===== src/rtl/fetch_stage.sv =====
// fetch_stage: MIPS instruction fetch with PC, IF/ID pipeline register,
// hazard stall, branch redirect/flush and a one-entry skid buffer.
module fetch_stage #(
  parameter int unsigned ADDR_W   = 32,
  parameter logic [ADDR_W-1:0] RESET_PC = '0
) (
  input  logic              clk,
  input  logic              reset,
  output logic              imem_req,
  output logic [ADDR_W-1:0] imem_addr,
  input  logic [31:0]       imem_rdata,
  input  logic              imem_valid,
  input  logic              stall,
  input  logic              branch_taken,
  input  logic [ADDR_W-1:0] branch_target,
  output logic              if_id_valid,
  output logic [31:0]       if_id_instr,
  output logic [ADDR_W-1:0] if_id_pc4,
  output logic [5:0]        op_code,
  output logic [5:0]        funct_field,
  output logic [4:0]        rs,
  output logic [4:0]        rt,
  output logic [4:0]        rd,
  output logic [15:0]       imm16
);

  typedef enum logic {
    FETCH = 1'b0,
    HOLD  = 1'b1
  } state_t;

  state_t            state_q;
  logic [ADDR_W-1:0] pc_q;
  logic              if_id_valid_q;
  logic [31:0]       if_id_instr_q;
  logic [ADDR_W-1:0] if_id_pc4_q;
  logic [31:0]       skid_instr_q;
  logic [ADDR_W-1:0] skid_pc4_q;

  logic [ADDR_W-1:0] pc4_d;
  logic [ADDR_W-1:0] redirect_pc_d;

  // The two low target bits are dropped when the redirect address is aligned.
  logic [1:0] unused_target_lsbs;
  assign unused_target_lsbs = branch_target[1:0];

  // Sequential next PC wraps naturally modulo 2^ADDR_W.
  assign pc4_d         = pc_q + ADDR_W'(4);
  assign redirect_pc_d = {branch_target[ADDR_W-1:2], 2'b00};

  assign imem_req  = (state_q == FETCH) && !reset;
  assign imem_addr = {pc_q[ADDR_W-1:2], 2'b00};

  assign if_id_valid = if_id_valid_q;
  assign if_id_instr = if_id_instr_q;
  assign if_id_pc4   = if_id_pc4_q;

  // Decode fields are plain slices; a bubble holds 0, which decodes as NOP.
  assign op_code     = if_id_instr_q[31:26];
  assign funct_field = if_id_instr_q[5:0];
  assign rs          = if_id_instr_q[25:21];
  assign rt          = if_id_instr_q[20:16];
  assign rd          = if_id_instr_q[15:11];
  assign imm16       = if_id_instr_q[15:0];

  // Fetch FSM: reset, then branch redirect, then stall/valid handling per state.
  always_ff @(posedge clk) begin
    if (reset) begin
      state_q       <= FETCH;
      pc_q          <= RESET_PC;
      if_id_valid_q <= 1'b0;
      if_id_instr_q <= '0;
      if_id_pc4_q   <= '0;
      skid_instr_q  <= '0;
      skid_pc4_q    <= '0;
    end else if (branch_taken) begin
      state_q       <= FETCH;
      pc_q          <= redirect_pc_d;
      if_id_valid_q <= 1'b0;
      if_id_instr_q <= '0;
      skid_instr_q  <= '0;
      skid_pc4_q    <= '0;
    end else begin
      case (state_q)
        FETCH: begin
          if (imem_valid && !stall) begin
            if_id_valid_q <= 1'b1;
            if_id_instr_q <= imem_rdata;
            if_id_pc4_q   <= pc4_d;
            pc_q          <= pc4_d;
          end else if (imem_valid && stall) begin
            skid_instr_q <= imem_rdata;
            skid_pc4_q   <= pc4_d;
            state_q      <= HOLD;
          end else if (!stall) begin
            if_id_valid_q <= 1'b0;
            if_id_instr_q <= '0;
          end
        end
        HOLD: begin
          if (!stall) begin
            if_id_valid_q <= 1'b1;
            if_id_instr_q <= skid_instr_q;
            if_id_pc4_q   <= skid_pc4_q;
            pc_q          <= pc4_d;
            skid_instr_q  <= '0;
            skid_pc4_q    <= '0;
            state_q       <= FETCH;
          end
        end
        default: state_q <= FETCH;
      endcase
    end
  end

endmodule


===== config.mk =====
export PLATFORM = sky130hd
export DESIGN_NAME = fetch_stage
export DESIGN_NICKNAME = d
export VERILOG_FILES = /design/src/rtl/fetch_stage.sv
export SDC_FILE = /design/constraint.sdc
export NUM_CORES = 1
export LEC_CHECK = 0
export BUFFER_PORTS_ARGS = -buffer_cell sky130_fd_sc_hd__buf_2
export CAP_MARGIN = 40
export CORE_MARGIN = 3
export CORE_UTILIZATION = 47
export DETAILED_ROUTE_END_ITERATION = 12
export GPL_TIMING_DRIVEN = 0
export PLACE_DENSITY = 0.86
export SLEW_MARGIN = 20
export SYNTH_ARGS = -nofsm -noshare
export SYNTH_HDL_FRONTEND = slang
export SYNTH_SLANG_ARGS = --single-unit

===== constraint.sdc =====
create_clock -name clk -period 1.9 [get_ports clk]
set_input_delay 0.19 -clock clk [delete_from_list [all_inputs] [get_ports clk]]
set_output_delay 0.19 -clock clk [all_outputs]
set_load 0.02 [all_outputs]

==> flow_summary.yaml <==
floorplanning:
  die-height_um: 131
  floorplan.core_area_sq_um: 15200
  die-area_sq_um: 17100
  die_x_um: 131
  core.rowCount: 45
  initial_utilization: 0.482
  floorplan.io_pins: 210
synth:
  average_size_of_a_mapped_cell_sq_um: 8.48
  post_synth_num_cell_types: 56
  ffs_latches_synth: 156
  syn-cell-area_sq_um: 7330
  ys.warnings.count: 0
  ys_seq_area_frac: 0.426
  number_of_enable_type_register_cells_in_the_synthesized_netlist: 0
  dominantRegCellSynth: "sky130_fd_sc_hd__dfxtp_1"
  post_synth_inst_count: 864
  postSynth.asyncResetShare: 0
power:
  power.total_mw: 7.86
  powerDensity_nw_per_um2: 823
  vdd.ir_drop.worst_mv: 0.592
  cellLeakagePower_nw: 4.13
critical_path:
  worst_setup_path_startpoint: "pc_q[17]$_SDFFE_PP0P_"
  path_cells: "and3_1 -> buf_2 -> nand4_4 -> buf_4 -> nor4_2 -> xnor2_1 -> a211oi_1"
  timing.reg2reg.worst_path_depth: 7
  critPathRequiredTime_ns: 2.22
  timing.reg2reg.setup_slack_ns: 0.04
  worstSetupEndpointType: "register"
  setup.worst_path.start_class: "register"
  critPathKind: "register to register"
  launch_point_of_the_worst_reg_to_reg_path: "pc_q[17]$_SDFFE_PP0P_"
  r2r_end: "pc_q[29]$_SDFFE_PP0P_"
  highest_fanout_seen_on_the_critical_path: 8
  critical_path_at_ns: 2.18
  worst_path_largest_cell_delay_ns: 0.43
  slowest_stage: "sky130_fd_sc_hd__dfxtp_2"
sta:
  max-slew-margin-rel: 0.544
  drv_slew: 0
  whs_ns: 0.00373
  finalSetupViolations: 0
  fmax_achieved_mhz: 538
  timing.final.crit_share: 0.979
  setup-tns-final_ns: 0
  post-route-min-period_ns: 1.86
  timing.final.hold_violations: 0
  fin_worst_skew_ns: 0.00607
  fin_ws_ns: 0.0404
  tightest_slew_ns: 0.684
placement:
  globalplace.congestion: 0.927
  io_buffers: 202
  hpwl_after_dpl_mm: 15.4
  detailedPlace.worstSlack_ns: -0.315
worst_hold_path:
  hold_start: "branch_target[12]"
  min_delay_worst_endpoint: "pc_q[12]$_SDFFE_PP0P_"
  hold_path_stages: 3
  min_path_type: "primary input to register"
global_routing:
  first_global_vias: 6523
  wire_length_of_the_first_global_routing_pass_mm: 32.5
  global_route.overflow_total: 0
  grt_antenna_before_repair: 2
  grt.total_usage: 0.241
  maximum_number_of_pins_on_one_net_before_global_route_repair: 17
clocking:
  htreeDepth: 4
  clkSinkCount: 156
  cts_max_path_buffers: 2
  numCtsBuffers: 17
  worstSkewPairLatency_ns: 0.43
  clk_root_buffer_cell: "sky130_fd_sc_hd__clkbuf_16"
  clkTransAtPathRegs_ns: 0.06
  cts_tree: "built"
routing:
  drtAntennaViolNets: 0
  drt_first_iter_violations: 636
  via_per_inst: 5.59
  wirelength_mm: 22.2
  wl_per_cell_um: 17.0
  post-route-drc-count: 0
  detail_route.first_pass.iterations: 5
  num_vias: 7304
layout:
  final_layout_size_suffix_gt1_frac: 0.347
  flow.area_growth_from_synthesis_pct: 30.4
  final_nets: 1173
  final_common_cell: "sky130_fd_sc_hd__buf_2"
  finish.utilization: 0.629
  mostFrequentLayoutCells: "sky130_fd_sc_hd__buf_2 (204), sky130_fd_sc_hd__dfxtp_1 (141), sky130_fd_sc_hd__nor2_1 (135)"
flow_run:
  cap_violations: 0
status:
  status: "finished clean"
per-stage QoR:
stage	area (sq um)	std cells
6_report	9560	1306
2_1_floorplan	7350	867
4_1_cts	9350	1296
5_1_grt	9560	1306
3_3_place_gp	8600	1257
3_5_place_dp	8600	1257
final cells by class:
cell class                 count  area (sq um)
fill                        1254          5650
multi-input combinational    588          3640
sequential                   156          3160
timing repair buffer         219          1150
buffer                       117           754
clock buffer                  21           450
tap                          188           235
clock inverter                11           144
inverter                       4          15.0
antenna                        2          5.00
Yosys cell counts (all sizes together) (3+ instances only):
| cell | n | area share |
|---|---|---|
| clkbuf | 49 | 0.031 |
| and2 | 4 | 0.0034 |
| xor2 | 9 | 0.011 |
| nand2 | 75 | 0.039 |
| o211ai | 4 | 0.0041 |
| nor3 | 17 | 0.014 |
| nor2 | 137 | 0.070 |
| a22oi | 65 | 0.067 |
| mux2i | 10 | 0.014 |
| dfxtp | 156 | 0.43 |
| or2 | 3 | 0.0026 |
| and3 | 18 | 0.016 |
| nand4 | 9 | 0.011 |
| a31oi | 3 | 0.0026 |
| inv | 4 | 0.0020 |
| a21oi | 56 | 0.038 |
| or3 | 4 | 0.0034 |
| nor4 | 12 | 0.021 |
| a211oi | 18 | 0.019 |
| o22ai | 18 | 0.015 |
| and4 | 3 | 0.0036 |
| o21bai | 4 | 0.0041 |
| buf | 70 | 0.068 |
| o21ai | 36 | 0.025 |
| nand3 | 10 | 0.0092 |
| nand2b | 7 | 0.0060 |
| a311oi | 3 | 0.0036 |
| xnor2 | 44 | 0.053 |
worst max-delay path: cells and delay by family (launching register included):
kind	cells	cell delay, ns
AO/OA/AOI/OAI	1	0.30
AND/OR/NAND/NOR	3	0.53
flip-flops	1	0.43
XOR/XNOR	1	0.12
buffers and inverters	2	0.38
worst max-delay path by stage:
stage,endpoint,slack [ns],cells past startpoint
floorplan,if_id_pc4[30]$_SDFFE_PP0P_,0.009,7
global placement,skid_instr_q[26]$_SDFFE_PP0P_,-0.29,9
detailed placement,skid_pc4_q[26]$_SDFFE_PP0P_,-0.31,9
CTS,if_id_pc4[29]$_SDFFE_PP0P_,0.02,7
global route,pc_q[29]$_SDFFE_PP0P_,-0.07,7
finish,pc_q[29]$_SDFFE_PP0P_,0.04,7
power breakdown:
part	switching, mW	internal, mW
Clock	1.34	2.09
Sequential	0.112	3.37
Combinational	0.579	0.363
Total	2.03	5.83
cells by family after synthesis:
| logic type | count (synthesis) | share of synthesized area |
|---|---|---|
| and+or+nand+nor | 306 | 0.207 |
| AOI/OAI and AO/OA | 214 | 0.186 |
| DFF | 156 | 0.426 |
| buffers and inverters | 123 | 0.101 |
| xor gates and xnor gates | 53 | 0.0633 |
| muxes | 10 | 0.0137 |
| adders and majority gates | 1 | 0.00171 |
| other | 1 | 0.000512 |
repair_timing:
item / in CTS / in global routing
setup endpoints to repair: 98 / 123
hold buffers: 5 / 0
pin swaps: 3 / 14
buffers inserted: 4 / 8
endpoints found under the hold margin: 5 / 0
resized for setup: 33 / 49
state kept, by name (all words and copies together), names as in the netlist:
register	flops
pc_q	30
if_id_valid	1
if_id_pc4	30
if_id_instr	32
state_q	1
skid_pc4_q	30
skid_instr_q	32
layer usage:
layer	global-route usage	up-vias	routed length, um
li1	-	3438	-
met1	0.308	3428	9180
met2	0.396	388	10500
met3	0.0549	50	1900
met4	0.0913	0	644
met5	0	-	0
No activity file was read; power rests on OpenSTA's default activity.
